### src/rtl/execute_stage_pkg.sv
// Shared opcode constants and packed-word field helpers for the
// decode/execute pipeline.
package execute_stage_pkg;

    localparam logic [3:0] OP_NOP    = 4'h0;
    localparam logic [3:0] OP_MOV_SR = 4'h1;
    localparam logic [3:0] OP_ADD_SR = 4'h2;

    localparam int OPC_W   = 4;
    localparam int OPC_LSB = 0;
    localparam int ADR_LSB = OPC_W;

endpackage

### src/rtl/execute_stage_if.sv
// Data RAM request/grant bus between the execute stage (master)
// and the RAM arbiter (slave).
interface execute_stage_if #(
    parameter int DATA_W = 14,
    parameter int ADDR_W = 12
) ();

    logic              ram_rd;
    logic              ram_wr;
    logic              ram_garant;
    logic [ADDR_W-1:0] ram_addr;
    logic [DATA_W-1:0] ram_data_out;
    logic [DATA_W-1:0] ram_data_in;

    modport master (
        output ram_rd, ram_wr, ram_addr, ram_data_out,
        input  ram_garant, ram_data_in
    );

    modport slave (
        input  ram_rd, ram_wr, ram_addr, ram_data_out,
        output ram_garant, ram_data_in
    );

endinterface

### src/rtl/execute_stage_fifo.sv
// exec_fifo: parameterised input buffer with count and full/empty flags.
// count_next exposes the post-edge occupancy for registered throttling.
module exec_fifo #(
    parameter int WIDTH = 30,
    parameter int DEPTH = 4,
    localparam int AW   = $clog2(DEPTH)
) (
    input  logic             clk,
    input  logic             reset,
    input  logic             push,
    input  logic             pop,
    input  logic [WIDTH-1:0] wdata,
    output logic [WIDTH-1:0] rdata,
    output logic             full,
    output logic             empty,
    output logic [AW:0]      count,
    output logic [AW:0]      count_next
);

    logic [WIDTH-1:0] mem_q [DEPTH];
    logic [AW-1:0]    wr_ptr_q, wr_ptr_d;
    logic [AW-1:0]    rd_ptr_q, rd_ptr_d;
    logic [AW:0]      count_q, count_d;
    logic             do_push, do_pop;

    assign full  = (count_q == (AW+1)'(DEPTH));
    assign empty = (count_q == '0);
    assign rdata = mem_q[rd_ptr_q];
    assign count = count_q;
    assign count_next = count_d;

    always_comb begin
        do_push  = push & ~full;
        do_pop   = pop & ~empty;
        wr_ptr_d = wr_ptr_q;
        rd_ptr_d = rd_ptr_q;
        count_d  = count_q;
        // Power-of-two depth: pointers wrap by natural overflow
        if (do_push) wr_ptr_d = wr_ptr_q + 1'b1;
        if (do_pop)  rd_ptr_d = rd_ptr_q + 1'b1;
        if (do_push && !do_pop) count_d = count_q + 1'b1;
        if (!do_push && do_pop) count_d = count_q - 1'b1;
    end

    always_ff @(posedge clk) begin
        if (reset) begin
            wr_ptr_q <= '0;
            rd_ptr_q <= '0;
            count_q  <= '0;
        end else begin
            wr_ptr_q <= wr_ptr_d;
            rd_ptr_q <= rd_ptr_d;
            count_q  <= count_d;
        end
    end

    always_ff @(posedge clk) begin
        if (do_push) mem_q[wr_ptr_q] <= wdata;
    end

endmodule

### src/rtl/execute_stage.sv
// Execute/write-back stage: buffers decoded ops and runs them against data RAM.
// Define EXEC_RMW_EN to enable the OP_ADD_SR read-modify-write path.
module execute_stage
    import execute_stage_pkg::*;
#(
    parameter int DATA_W     = 14,
    parameter int ADDR_W     = 12,
    parameter int FIFO_DEPTH = 4,
    localparam int WORD_W    = DATA_W + ADDR_W + 4,
    localparam int CW        = $clog2(FIFO_DEPTH) + 1
) (
    input  logic              clk,
    input  logic              reset,
    input  logic [WORD_W-1:0] complex_data,
    input  logic              data_write,
    output logic              pause_DECODE,
    execute_stage_if.master   ram,
    output logic              busy,
    output logic              retired,
    output logic              err_illegal,
    output logic              err_overflow
);

    typedef enum logic [2:0] {
        S_IDLE,
        S_DISPATCH,
        S_RD_REQ,
        S_WR_REQ,
        S_DONE
    } state_e;

    localparam int DAT_LSB = ADDR_W + 4;

    state_e            state_q, state_d;
    logic [3:0]        op_q, op_d;
    logic [ADDR_W-1:0] addr_q, addr_d;
    logic [DATA_W-1:0] data_q, data_d;
    logic              ram_rd_q, ram_rd_d;
    logic              ram_wr_q, ram_wr_d;
    logic [ADDR_W-1:0] ram_addr_q, ram_addr_d;
    logic [DATA_W-1:0] ram_dout_q, ram_dout_d;
    logic              retired_q, retired_d;
    logic              err_ill_q, err_ill_d;
    logic              err_ovf_q, err_ovf_d;
    logic              pause_q, pause_d;

    logic              fifo_pop;
    logic [WORD_W-1:0] fifo_head;
    logic              fifo_full, fifo_empty;
    logic [CW-1:0]     fifo_count, fifo_count_next;

    exec_fifo #(
        .WIDTH (WORD_W),
        .DEPTH (FIFO_DEPTH)
    ) u_fifo (
        .clk        (clk),
        .reset      (reset),
        .push       (data_write),
        .pop        (fifo_pop),
        .wdata      (complex_data),
        .rdata      (fifo_head),
        .full       (fifo_full),
        .empty      (fifo_empty),
        .count      (fifo_count),
        .count_next (fifo_count_next)
    );

`ifndef EXEC_RMW_EN
    logic unused_rd_data;
    assign unused_rd_data = ^ram.ram_data_in;
`endif

    always_comb begin
        state_d    = state_q;
        op_d       = op_q;
        addr_d     = addr_q;
        data_d     = data_q;
        ram_rd_d   = ram_rd_q;
        ram_wr_d   = ram_wr_q;
        ram_addr_d = ram_addr_q;
        ram_dout_d = ram_dout_q;
        err_ill_d  = err_ill_q;
        fifo_pop   = 1'b0;

        case (state_q)
            S_IDLE: begin
                if (!fifo_empty) begin
                    fifo_pop = 1'b1;
                    op_d     = fifo_head[OPC_LSB +: OPC_W];
                    addr_d   = fifo_head[ADR_LSB +: ADDR_W];
                    data_d   = fifo_head[DAT_LSB +: DATA_W];
                    state_d  = S_DISPATCH;
                end
            end
            S_DISPATCH: begin
                case (op_q)
                    OP_NOP: state_d = S_DONE;
                    OP_MOV_SR: begin
                        ram_wr_d   = 1'b1;
                        ram_addr_d = addr_q;
                        ram_dout_d = data_q;
                        state_d    = S_WR_REQ;
                    end
`ifdef EXEC_RMW_EN
                    OP_ADD_SR: begin
                        ram_rd_d   = 1'b1;
                        ram_addr_d = addr_q;
                        state_d    = S_RD_REQ;
                    end
`endif
                    default: begin
                        err_ill_d = 1'b1;
                        state_d   = S_DONE;
                    end
                endcase
            end
`ifdef EXEC_RMW_EN
            S_RD_REQ: begin
                // Sum wraps at DATA_W bits; address stays put for the write
                if (ram.ram_garant) begin
                    ram_rd_d   = 1'b0;
                    ram_wr_d   = 1'b1;
                    ram_dout_d = ram.ram_data_in + data_q;
                    state_d    = S_WR_REQ;
                end
            end
`endif
            S_WR_REQ: begin
                if (ram.ram_garant) begin
                    ram_wr_d = 1'b0;
                    state_d  = S_DONE;
                end
            end
            S_DONE:  state_d = S_IDLE;
            default: state_d = S_IDLE;
        endcase

        retired_d = (state_d == S_DONE);
        err_ovf_d = err_ovf_q | (data_write & fifo_full);
        // One slot stays free for a word already in flight
        pause_d   = (fifo_count_next >= CW'(FIFO_DEPTH - 1));
    end

    always_ff @(posedge clk) begin
        if (reset) begin
            state_q    <= S_IDLE;
            op_q       <= '0;
            addr_q     <= '0;
            data_q     <= '0;
            ram_rd_q   <= 1'b0;
            ram_wr_q   <= 1'b0;
            ram_addr_q <= '0;
            ram_dout_q <= '0;
            retired_q  <= 1'b0;
            err_ill_q  <= 1'b0;
            err_ovf_q  <= 1'b0;
            pause_q    <= 1'b0;
        end else begin
            state_q    <= state_d;
            op_q       <= op_d;
            addr_q     <= addr_d;
            data_q     <= data_d;
            ram_rd_q   <= ram_rd_d;
            ram_wr_q   <= ram_wr_d;
            ram_addr_q <= ram_addr_d;
            ram_dout_q <= ram_dout_d;
            retired_q  <= retired_d;
            err_ill_q  <= err_ill_d;
            err_ovf_q  <= err_ovf_d;
            pause_q    <= pause_d;
        end
    end

    assign ram.ram_rd       = ram_rd_q;
    assign ram.ram_wr       = ram_wr_q;
    assign ram.ram_addr     = ram_addr_q;
    assign ram.ram_data_out = ram_dout_q;
    assign pause_DECODE     = pause_q;
    assign retired          = retired_q;
    assign err_illegal      = err_ill_q;
    assign err_overflow     = err_ovf_q;
    assign busy             = (state_q != S_IDLE) | ~fifo_empty;

endmodule

### src/flat_wrapper.sv
// flat-port wrapper written by rule: the top's interface ports become plain ports
module execute_stage_flat import execute_stage_pkg::*;
#(
    parameter int DATA_W     = 14,
    parameter int ADDR_W     = 12,
    parameter int FIFO_DEPTH = 4,
    localparam int WORD_W    = DATA_W + ADDR_W + 4,
    localparam int CW        = $clog2(FIFO_DEPTH) + 1
)
  (clk, reset, complex_data, data_write, pause_DECODE, busy, retired, err_illegal, err_overflow, ram_ram_rd, ram_ram_wr, ram_ram_addr, ram_ram_data_out, ram_ram_garant, ram_ram_data_in);
  execute_stage_if #(.DATA_W(DATA_W), .ADDR_W(ADDR_W)) ram_i ();
  input  logic clk;
  input  logic reset;
  input  logic [WORD_W-1:0] complex_data;
  input  logic data_write;
  output logic pause_DECODE;
  output logic busy;
  output logic retired;
  output logic err_illegal;
  output logic err_overflow;
  output wire logic [$bits(ram_i.ram_rd)-1:0] ram_ram_rd;
  output wire logic [$bits(ram_i.ram_wr)-1:0] ram_ram_wr;
  output wire logic [$bits(ram_i.ram_addr)-1:0] ram_ram_addr;
  output wire logic [$bits(ram_i.ram_data_out)-1:0] ram_ram_data_out;
  input wire logic [$bits(ram_i.ram_garant)-1:0] ram_ram_garant;
  input wire logic [$bits(ram_i.ram_data_in)-1:0] ram_ram_data_in;
  assign ram_ram_rd = ram_i.ram_rd;
  assign ram_ram_wr = ram_i.ram_wr;
  assign ram_ram_addr = ram_i.ram_addr;
  assign ram_ram_data_out = ram_i.ram_data_out;
  assign ram_i.ram_garant = ram_ram_garant;
  assign ram_i.ram_data_in = ram_ram_data_in;
  execute_stage #(.DATA_W(DATA_W), .ADDR_W(ADDR_W), .FIFO_DEPTH(FIFO_DEPTH)) u_core (.clk(clk), .reset(reset), .complex_data(complex_data), .data_write(data_write), .pause_DECODE(pause_DECODE), .ram(ram_i), .busy(busy), .retired(retired), .err_illegal(err_illegal), .err_overflow(err_overflow));
endmodule
### config.mk
export PLATFORM = sky130hd
export DESIGN_NAME = execute_stage_flat
export DESIGN_NICKNAME = d
export VERILOG_FILES = /design/src/rtl/execute_stage_pkg.sv /design/src/rtl/execute_stage_if.sv /design/src/rtl/execute_stage_fifo.sv /design/src/rtl/execute_stage.sv /design/src/flat_wrapper.sv
export SDC_FILE = /design/constraint.sdc
export NUM_CORES = 1
export LEC_CHECK = 0
export BUFFER_PORTS_ARGS = -buffer_cell sky130_fd_sc_hd__buf_2
export CORE_ASPECT_RATIO = 0.7
export CORE_MARGIN = 4
export CORE_UTILIZATION = 60
export DETAILED_ROUTE_END_ITERATION = 8
export GPL_TIMING_DRIVEN = 0
export PLACE_DENSITY = 0.87
export SETUP_SLACK_MARGIN = 0.05
export SLEW_MARGIN = 20
export SYNTH_ARGS = -nofsm -noshare
export SYNTH_HDL_FRONTEND = slang
export SYNTH_SLANG_ARGS = --single-unit
### constraint.sdc
create_clock -name clk -period 6.3 [get_ports clk]
set_input_delay 0 -clock clk [delete_from_list [all_inputs] [get_ports clk]]
set_output_delay 0 -clock clk [all_outputs]
set_load 0.005 [all_outputs]
==> results of run 1 <==
through the flow:
step | hold WS, ps | std cells
after global placement | 210 | 709
after floorplan | 98.9 | 491
after global routing | 306 | 778
final | 316 | 778
after CTS | 304 | 778
after detailed placement | 218 | 713
cell families (layout without fill, tap and decap cells):
kind of cell | count (synthesis) | in the layout
AND/OR/NAND/NOR | 149 | 149
buffers and inverters | 35 | 169
adder cells (fa/ha/maj) | 7 | 7
other | 1 | 1
flip-flops | 191 | 191
XOR/XNOR | 6 | 6
multiplexers | 31 | 31
AO/OA/AOI/OAI | 71 | 71
repair_timing:
item	in CTS	in global routing
hold buffers	33	0
buffers inserted	0	0
hold endpoints to repair	128	0
where the power goes:
| part | internal [W] | switching, W |
|---|---|---|
| combinational | 0.000385 | 0.000523 |
| clock | 0.000646 | 0.000462 |
| sequential | 0.00154 | 0.0000953 |
worst paths after layout:
path,end,slack [ps],start,cells past startpoint
max reg2reg,u_core.u_fifo.mem_q[1][5]$_DFFE_PP_,4080,u_core.u_fifo.count[0]$_SDFF_PP0_,5
min reg2reg,u_core.ram.ram_data_out[1]$_SDFFE_PP0N_,460,u_core.data_q[1]$_SDFFE_PP0P_,2
max,u_core.u_fifo.mem_q[1][5]$_DFFE_PP_,4080,u_core.u_fifo.count[0]$_SDFF_PP0_,5
min,u_core.u_fifo.mem_q[0][12]$_DFFE_PP_,320,complex_data[12],2
layer usage:
layer	vias to the layer above	global-route usage, %	wire [um]
met5	-	0	0
met1	2171	31.1	6100
met4	0	7.52	283
li1	2005	-	-
met3	26	8.67	1220
met2	194	39.0	7450
cell type report:
class                           count  area [um^2]
Sequential cell                   191         5020
Fill cell                         680         2620
Multi-Input combinational cell    265         1820
Timing Repair Buffer              102          766
Clock buffer                       19          453
Tap cell                          153          191
Clock inverter                     13          159
Buffer                             28          151
Inverter                            7         26.3
state kept, by name, summed over array words and instances (netlist names), 2 cells and up:
register and cells:
u_core.ram.ram_addr 12, u_core.u_fifo.count 3, u_core.op_q 4, u_core.ram.ram_data_out 14, u_core.u_fifo.wr_ptr_q 2, u_core.u_fifo.mem_q 120
u_core.data_q 14, u_core.addr_q 12, u_core.u_fifo.rd_ptr_q 2, u_core.state_q 3
cell usage in the layout (no fill, tap or decap), types with 2 or more instances in the layout:
master and count:
buf_2 75, clkinv_2 3, nor2_1 11, and2_2 4
clkbuf_8 2, inv_1 7, edfxtp_1 120, a21oi_1 63
o21ai_0 2, nand2_1 124, clkbuf_1 7, dlygate4sd3_1 33
mux4_2 30, inv_6 3, clkbuf_16 17, xnor2_1 5
buf_1 3, buf_16 4, dfxtp_1 71, nor3_1 2
bufinv_16 3, ha_1 7, clkinvlp_4 2, buf_4 7
==> results.yml, run 1 <==
sta:
  worst_slew_margin_rel_pct: 53.5
  fin_crit_sh_pct: 35.2
  max_freq_mhz: 451
  period_needed_ps: 2220
  setup-violations-final: 0
  fin_ws_ps: 4080
  final.setup.tns_ps: 0
  final.setup_skew_ps: 6.45
  worst_pin_slew_ps: 698
  final_max_slew_viol_count: 0
  rsz0062_at_grt: "no"
  hold_viol: 0
yosys:
  post-synth-top-count-cell: "nand2_1"
  synth_area_leaders: "edfxtp_1 (51%), dfxtp_1 (20%), mux4_2 (9.6%)"
  synth.mux.area_fraction_pct: 9.77
  yosysTopAreaCellShare_pct: 51.4
  synth_xor_xnor_area_share_pct: 0.749
  ys_seq_area_share_pct: 71.6
  synth_nets: 546
  ys.flop_type: "edfxtp_1"
  synth-edff-count: 120
  synthAdderAreaFrac_pct: 1.25
  synth_compound_gate_area_share_pct: 5.42
  async_flop_share_pct: 0
  ys_ff_latch: 191
  synth_area_mm2: 0.00702
  synth_commonest_cells: "nand2_1 (124), edfxtp_1 (120), dfxtp_1 (71)"
  syn_inst: 491
  synth_top_family_by_area: "multiplexers"
  synth_top_area_cell: "edfxtp_1"
  synth-simple-area-share_pct: 8.60
  synth_cell_types: 34
  ys_warn_count: 0
  avgSynthCellArea_um2: 14.3
setup_path:
  path_delay_family: "simple AND/OR/NAND/NOR gates"
  cp-end-kind: "register"
  start_kind: "register"
  cp.required_ps: 6440
  path_class: "reg -> reg"
  crit_buf_inv: 2
  worstPathMaxFanout: 17
  cp.arrival_ps: 2350
  slowest_delay_ps: 550
  cpMaxStageDelayCell: "and2_2"
  crit_path_cell_trace: "inv_1, ha_1, a21boi_2, and2_2, buf_16"
cts:
  clk_pin_slew_ps: 70
  clock_latency_ps: 430
  cts_buffers: 17
  clock_tree.buffer_depth: 2
  cts_tree: "built"
  root_buffer: "clkbuf_16"
  h-tree-depth: 4
  cts_resized: 0
  cts_sinks: 191
pwr:
  p_per_area_mw_per_mm2: 425
  ir_drop_mv: 0.258
  power_w: 0.00365
  p_leak_nw: 3.10
run:
  maxCapViolCount: 0
placement:
  dpl-instance-area_mm2: 0.00765
  portBuffers: 65
  gp_congestion: 0.804
  hpwlAfterDp_um: 9790
  post-place-ws_ps: 4080
routing:
  vias: 4396
  drt-pass1-iter-count: 5
  postRouteAntennaNets: 0
  viasPerCell: 5.65
  drc: 0
  drt-total-wl_um: 15100
  drtIter0Drc: 411
  wire_per_inst_um: 19.3
die:
  rows: 32
  die_h_um: 98.5
  core_area_mm2: 0.0112
  floorplan.initialDensity_pct: 62.6
  io_pins: 81
  die_w_um: 137
  dieArea_mm2: 0.0135
cells_and_area:
  drive_gt1_share_pct: 25.3
  nets: 667
  final_core_util_pct: 76.6
  finalInstanceArea_mm2: 0.00859
  antenna-diode-count: 0
  area_delta_synth_final_pct: 22.4
global_route:
  grt_pass1_wl_um: 23800
  grt_overflow: 0
  grt_usage_pct: 24.2
  grt_max_degree: 19
  antenna_found_initial: 0
  grt_pass1_vias: 4542
min_path:
  hp-class: "in -> reg"
status:
  status: "finished clean"
No activity file was read; power rests on OpenSTA's default activity.
==> inputs of run 2 (changes only) <==
--- a/config.mk
+++ b/config.mk
@@ -5,13 +5,14 @@
 export SDC_FILE = /design/constraint.sdc
 export NUM_CORES = 1
 export LEC_CHECK = 0
+export ABC_AREA = 1
 export BUFFER_PORTS_ARGS = -buffer_cell sky130_fd_sc_hd__buf_2
 export CORE_ASPECT_RATIO = 0.7
 export CORE_MARGIN = 4
-export CORE_UTILIZATION = 60
+export CORE_UTILIZATION = 58
 export DETAILED_ROUTE_END_ITERATION = 8
 export GPL_TIMING_DRIVEN = 0
-export PLACE_DENSITY = 0.87
+export PLACE_DENSITY = 0.84
 export SETUP_SLACK_MARGIN = 0.05
 export SLEW_MARGIN = 20
 export SYNTH_ARGS = -nofsm -noshare
==> constraint.sdc (replaced) <==
create_clock -name clk -period 2.1 [get_ports clk]
set_input_delay 0 -clock clk [delete_from_list [all_inputs] [get_ports clk]]
set_output_delay 0 -clock clk [all_outputs]
set_load 0.005 [all_outputs]
==> run 2 against run 1 <==
  * Non-clock buffer count rose by 10
  * Flip-flop and latch count unchanged
  * Critical path depth rose by 1
  * Clock power rose to 3.1 times the previous value
  * Core utilization down 2.7 points
  * Count of clock-buffer cells in the layout shrank 1
  * Highest routed layer unchanged
  * Register-to-register slack got worse by 3900 ps
  * Final area rose by 2.4%
==> results.yml, run 2 <==
setup_path:
  crit_path_cell_trace: "inv_1, ha_1, nand2_1, nand2_4, nor2_4, buf_16"
  reg2reg_slack_ps: 160
  slowest_delay_ps: 440
  path_class: "reg -> reg"
  cp-end-kind: "register"
  cp.arrival_ps: 2070
  cp.required_ps: 2230
  worstPathMaxFanout: 20
  start_kind: "register"
  cpMaxStageDelayCell: "nor2_4"
sta:
  max_freq_mhz: 516
  period_needed_ps: 1940
  final_max_slew_viol_count: 0
  worst_pin_slew_ps: 608
  worst_slew_margin_rel_pct: 59.4
  fin_ws_ps: 161
  fin_crit_sh_pct: 92.3
  hold_viol: 0
  final.setup_skew_ps: 9.55
  setup-violations-final: 0
  rsz0062_at_grt: "no"
cts:
  clk_pin_slew_ps: 70
  h-tree-depth: 4
  postCtsSetupBuffers: 0
  cts_buffers: 17
  clock_latency_ps: 430
  cts_tree: "built"
  cts_sinks: 191
  clock_tree.buffer_depth: 2
  root_buffer: "clkbuf_16"
  cts.hold.buffers_added: 34
  cts_resized: 0
yosys:
  synth_compound_gate_area_share_pct: 11.7
  ys_ff_latch: 191
  synth_commonest_cells: "nor2_1 (180), edfxtp_1 (120), o21ai_0 (96)"
  synth_nets: 700
  ys_warn_count: 0
  synthAdderAreaFrac_pct: 1.22
  synth_area_mm2: 0.00717
  synth-edff-count: 120
  synth_top_family_by_area: "simple AND/OR/NAND/NOR gates"
  synth_cell_types: 30
  avgSynthCellArea_um2: 11.1
  synth_top_area_cell: "edfxtp_1"
  ys_seq_area_share_pct: 70.1
  synth.mux.area_fraction_pct: 0
  synth_area_leaders: "edfxtp_1 (50%), dfxtp_1 (20%), nor2_1 (9.4%)"
  ys.flop_type: "edfxtp_1"
  yosysTopAreaCellShare_pct: 50.2
  syn_inst: 645
  synth_xor_xnor_area_share_pct: 0.122
  post-synth-top-count-cell: "nor2_1"
  synth-simple-area-share_pct: 12.7
  async_flop_share_pct: 0
routing:
  top_layer: "met4"
  wl_met2_um: 8600
  drtIter0Drc: 561
  wl_met1_um: 7170
  postRouteAntennaNets: 0
  wire_per_inst_um: 19.2
  vias: 5442
  viasPerCell: 5.81
  drt-total-wl_um: 18000
  drt-pass1-iter-count: 5
  met3WireLength_um: 1710
  drc: 0
global_route:
  grt_overflow: 0
  grt_max_degree: 23
  grt_pass1_wl_um: 28100
  grt_pass1_vias: 5434
  antenna_found_initial: 0
  grt_usage_pct: 26.2
die:
  dieArea_mm2: 0.0142
  die_h_um: 101
  rows: 33
  die_w_um: 141
  core_area_mm2: 0.0119
  io_pins: 81
  floorplan.initialDensity_pct: 60.3
cells_and_area:
  multi_input_area_mm2: 0.00188
  nets: 821
  layout_common_cells: "nor2_1 (176), edfxtp_1 (120), o21ai_0 (96)"
  area_delta_synth_final_pct: 22.6
  finalInstanceArea_mm2: 0.00879
  final_common_cell: "nor2_1"
  seqCellArea_mm2: 0.00502
  largest_register_ffs: 120
  antenna-diode-count: 0
  regMostFlops: "u_core.u_fifo.mem_q"
  n_fill_cell: 750
  drive_gt1_share_pct: 17.3
pwr:
  p_leak_nw: 3.36
  ir_drop_mv: 0.900
  p_per_area_mw_per_mm2: 1320
placement:
  post-place-ws_ps: 197
  dpl-instance-area_mm2: 0.00782
  hpwlAfterDp_um: 11100
  gp_congestion: 0.803
  portBuffers: 64
min_path:
  hp-class: "in -> reg"
status:
  status: "finished clean"
run:
  maxCapViolCount: 0
==> run 2: worst max-delay path: cells and delay by family, from the launching register on <==
kind | cells | cell delay, ps
flip-flops | 1 | 360
AND/OR/NAND/NOR | 3 | 690
adder cells (fa/ha/maj) | 1 | 250
buffers and inverters | 2 | 330
==> run 2: metal layers <==
metal  up-vias  GRT usage (%)
li1       2478              -
met1      2578           33.9
met2       338           43.2
met3        48           6.83
met4         0           9.38
met5         -              0
==> run 2: area by class of cell <==
cell class	count	share of cell area, %
Multi-Input combinational cell	390	21.4
Buffer	38	2.28
Clock buffer	18	4.88
Sequential cell	191	57.1
Clock inverter	14	2.29
Tap cell	157	2.23
Timing Repair Buffer	102	8.68
Inverter	26	1.12
==> run 2: metrics by stage <==
stage	utilization [%]	setup TNS, ps	std cells	hold WS (ps)	power, W
global placement	64.7	-166080	866	211	0.00778
detailed placement	65.8	0	870	216	0.00804
finish	73.9	0	936	319	0.0116
global route	73.9	0	936	322	0.0122
floorplan	-	-49250	645	98.9	0.00697
CTS	73.9	0	936	308	0.0115
==> run 2: kinds of logic after synthesis <==
logic type | after synthesis
compound gates | 160
xor+xnor | 1
fa+ha+maj | 7
buf+inv | 64
flops | 191
other cells | 1
simple gates | 221
==> run 2: report_power, final <==
part / internal, W / switching [W]
clock network: 0.00202 / 0.00141
registers: 0.00462 / 0.000281
logic: 0.00108 / 0.00218
total: 0.00772 / 0.00388
==> run 2: final timing paths <==
| path | from | end | cells past startpoint |
|---|---|---|---|
| max | u_core.u_fifo.count[0]$_SDFF_PP0_ | u_core.u_fifo.mem_q[0][1]$_DFFE_PP_ | 6 |
| max reg2reg | u_core.u_fifo.count[0]$_SDFF_PP0_ | u_core.u_fifo.mem_q[0][1]$_DFFE_PP_ | 6 |
| min | complex_data[6] | u_core.u_fifo.mem_q[2][6]$_DFFE_PP_ | 2 |
| min reg2reg | u_core.err_overflow$_SDFF_PP0_ | u_core.err_overflow$_SDFF_PP0_ | 2 |
==> inputs of run 3 (changes only) <==
--- a/config.mk
+++ b/config.mk
@@ -6,13 +6,13 @@
 export NUM_CORES = 1
 export LEC_CHECK = 0
 export ABC_AREA = 1
-export BUFFER_PORTS_ARGS = -buffer_cell sky130_fd_sc_hd__buf_2
 export CORE_ASPECT_RATIO = 0.7
 export CORE_MARGIN = 4
-export CORE_UTILIZATION = 58
+export CORE_UTILIZATION = 60
 export DETAILED_ROUTE_END_ITERATION = 8
+export DONT_BUFFER_PORTS = 1
 export GPL_TIMING_DRIVEN = 0
-export PLACE_DENSITY = 0.84
+export PLACE_DENSITY = 0.81
 export SETUP_SLACK_MARGIN = 0.05
 export SLEW_MARGIN = 20
 export SYNTH_ARGS = -nofsm -noshare
==> constraint.sdc (replaced) <==
create_clock -name clk -period 1.9 [get_ports clk]
set_input_delay 0 -clock clk [delete_from_list [all_inputs] [get_ports clk]]
set_output_delay 0 -clock clk [all_outputs]
set_load 0.005 [all_outputs]
==> run 3 against run 2 <==
  * Non-clock buffer count shrank 52
  * Sequential power grew 11%
  * Clock skew is essentially flat
  * Fmax grew 8.9%
  * Wire length shrank 5.3%
  * Sequential share of layout area grew 2.1 points
  * Critical path type unchanged
  * Final cell count shrank 5.6%
  * Via count shrank 5.3%
  * Flip-flop and latch count is the same
==> results.yml, run 3 (synthesis gave the netlist of run 2 again) <==
cells_and_area:
  n_fill_cell: 784
  fin_cells: 884
  antenna-diode-count: 0
  final_common_cell: "nor2_1"
  area_delta_synth_final_pct: 18.2
  drive_gt1_share_pct: 11.1
  multi_input_area_mm2: 0.00188
  seqCellArea_mm2: 0.00502
  largest_register_ffs: 120
  final_core_util_pct: 72.6
  regMostFlops: "u_core.u_fifo.mem_q"
  nets: 769
  layout_common_cells: "nor2_1 (176), edfxtp_1 (120), o21ai_0 (96)"
global_route:
  antenna_found_initial: 0
  grt_max_degree: 22
  grt_overflow: 0
  grt_pass1_wl_um: 26200
  grt_pass1_vias: 4946
  grt_usage_pct: 24.8
die:
  io_pins: 81
  die_w_um: 139
  dieArea_mm2: 0.0138
  floorplan.initialDensity_pct: 61.4
  core_area_mm2: 0.0117
  die_h_um: 99.5
  rows: 33
cts:
  cts_buffers: 17
  clock_latency_ps: 420
  clock_tree.buffer_depth: 2
  cts_sinks: 191
  h-tree-depth: 4
  cts_tree: "built"
  root_buffer: "clkbuf_16"
  clk_pin_slew_ps: 70
routing:
  drt-total-wl_um: 17000
  drtIter0Drc: 485
  wire_per_inst_um: 19.3
  viasPerCell: 5.83
  vias: 5155
  drc: 0
  drt-pass1-iter-count: 5
  postRouteAntennaNets: 0
sta:
  rsz0062_at_grt: "no"
  worst_slew_margin_rel_pct: 55.0
  max_freq_mhz: 562
  fin_ws_ps: 121
  hold_viol: 0
  final.setup_skew_ps: 9.78
  fin_crit_sh_pct: 93.7
  period_needed_ps: 1780
  setup-violations-final: 0
  final_max_slew_viol_count: 0
  final.setup.tns_ps: 0
  worst_pin_slew_ps: 675
placement:
  hpwlAfterDp_um: 10400
  gp_congestion: 0.831
  post-place-ws_ps: 4.09
  portBuffers: 0
  dp_cells: 806
setup_path:
  path_class: "reg -> reg"
  cp.required_ps: 2210
  worstPathMaxFanout: 10
  start_kind: "register"
  cp.arrival_ps: 2090
  cp-end-kind: "register"
pwr:
  ir_drop_mv: 0.790
  p_per_area_mw_per_mm2: 1440
  power_w: 0.0122
  p_leak_nw: 3.06
run:
  maxCapViolCount: 0
min_path:
  hp-class: "in -> reg"
status:
  status: "finished clean"
run 3: cell types whose count changed in the layout (fill, tap and decap cells not counted), moves of 3 or more:
| cell | delta |
|---|---|
| buf_2 | -65 |
| buf_4 | +11 |
| bufinv_16 | -3 |
| clkbuf_1 | +4 |
| clkinvlp_4 | +3 |
| inv_6 | -5 |
run 3: worst max-delay path: stages, from the launching register on:
cell,delay (ps)
dfxtp_1,330
inv_1,60
nor4_4,360
nand2_2,130
buf_4,140
buf_2,190
buf_6,190
o21ai_1,190
nor2_1,70
run 3: path summary, 6_finish.rpt:
path | start | to | slack (ps) | cells after the start
setup / recovery | u_core.op_q[0]$_SDFFE_PP0P_ | u_core.ram.ram_data_out[11]$_SDFFE_PP0N_ | 120 | 8
hold / removal | complex_data[29] | u_core.u_fifo.mem_q[0][29]$_DFFE_PP_ | 270 | 1
setup reg to reg | u_core.op_q[0]$_SDFFE_PP0P_ | u_core.ram.ram_data_out[11]$_SDFFE_PP0N_ | 120 | 8
hold reg to reg | u_core.ram.ram_data_out[12]$_SDFFE_PP0N_ | u_core.ram.ram_data_out[12]$_SDFFE_PP0N_ | 510 | 2
run 3: layer usage:
layer | GRT usage [%] | up-vias | routed length, um
li1 | - | 2370 | -
met1 | 33.3 | 2488 | 7070
met2 | 40.6 | 266 | 8080
met3 | 5.91 | 31 | 1570
met4 | 8.50 | 0 | 317
met5 | 0 | - | 0
run 3: power by group:
group          internal [W]  leakage [nW]  switching, W  total, W
clock               0.00180         0.248       0.00145   0.00325
sequential          0.00511          1.68      0.000318   0.00543
combinational       0.00119          1.13       0.00236   0.00356
run 3: cell type report:
| class | instances | share of cell area, % |
|---|---|---|
| sequential | 191 | 59.2 |
| multi-input combinational | 390 | 22.2 |
| timing repair buffer | 50 | 6.34 |
| clock buffer | 22 | 5.24 |
| buffer | 38 | 2.43 |
| tap | 157 | 2.32 |
| inverter | 26 | 1.17 |
| clock inverter | 10 | 1.08 |
run 3: repair_timing:
item	4_1_cts	5_1_grt
buffers inserted	7	5
hold buffers	35	0
endpoints found under the hold margin	131	0
pin swaps	4	4
setup endpoints to repair	83	3
resized for setup	0	5
run 3: per-stage QoR:
step / hold slack (ps) / instance area (um^2)
floorplan: 98.9 / 7180
global placement: 99.1 / 7380
detailed placement: 99.0 / 7490
CTS: 270 / 8450
global route: 283 / 8480
finish: 274 / 8480
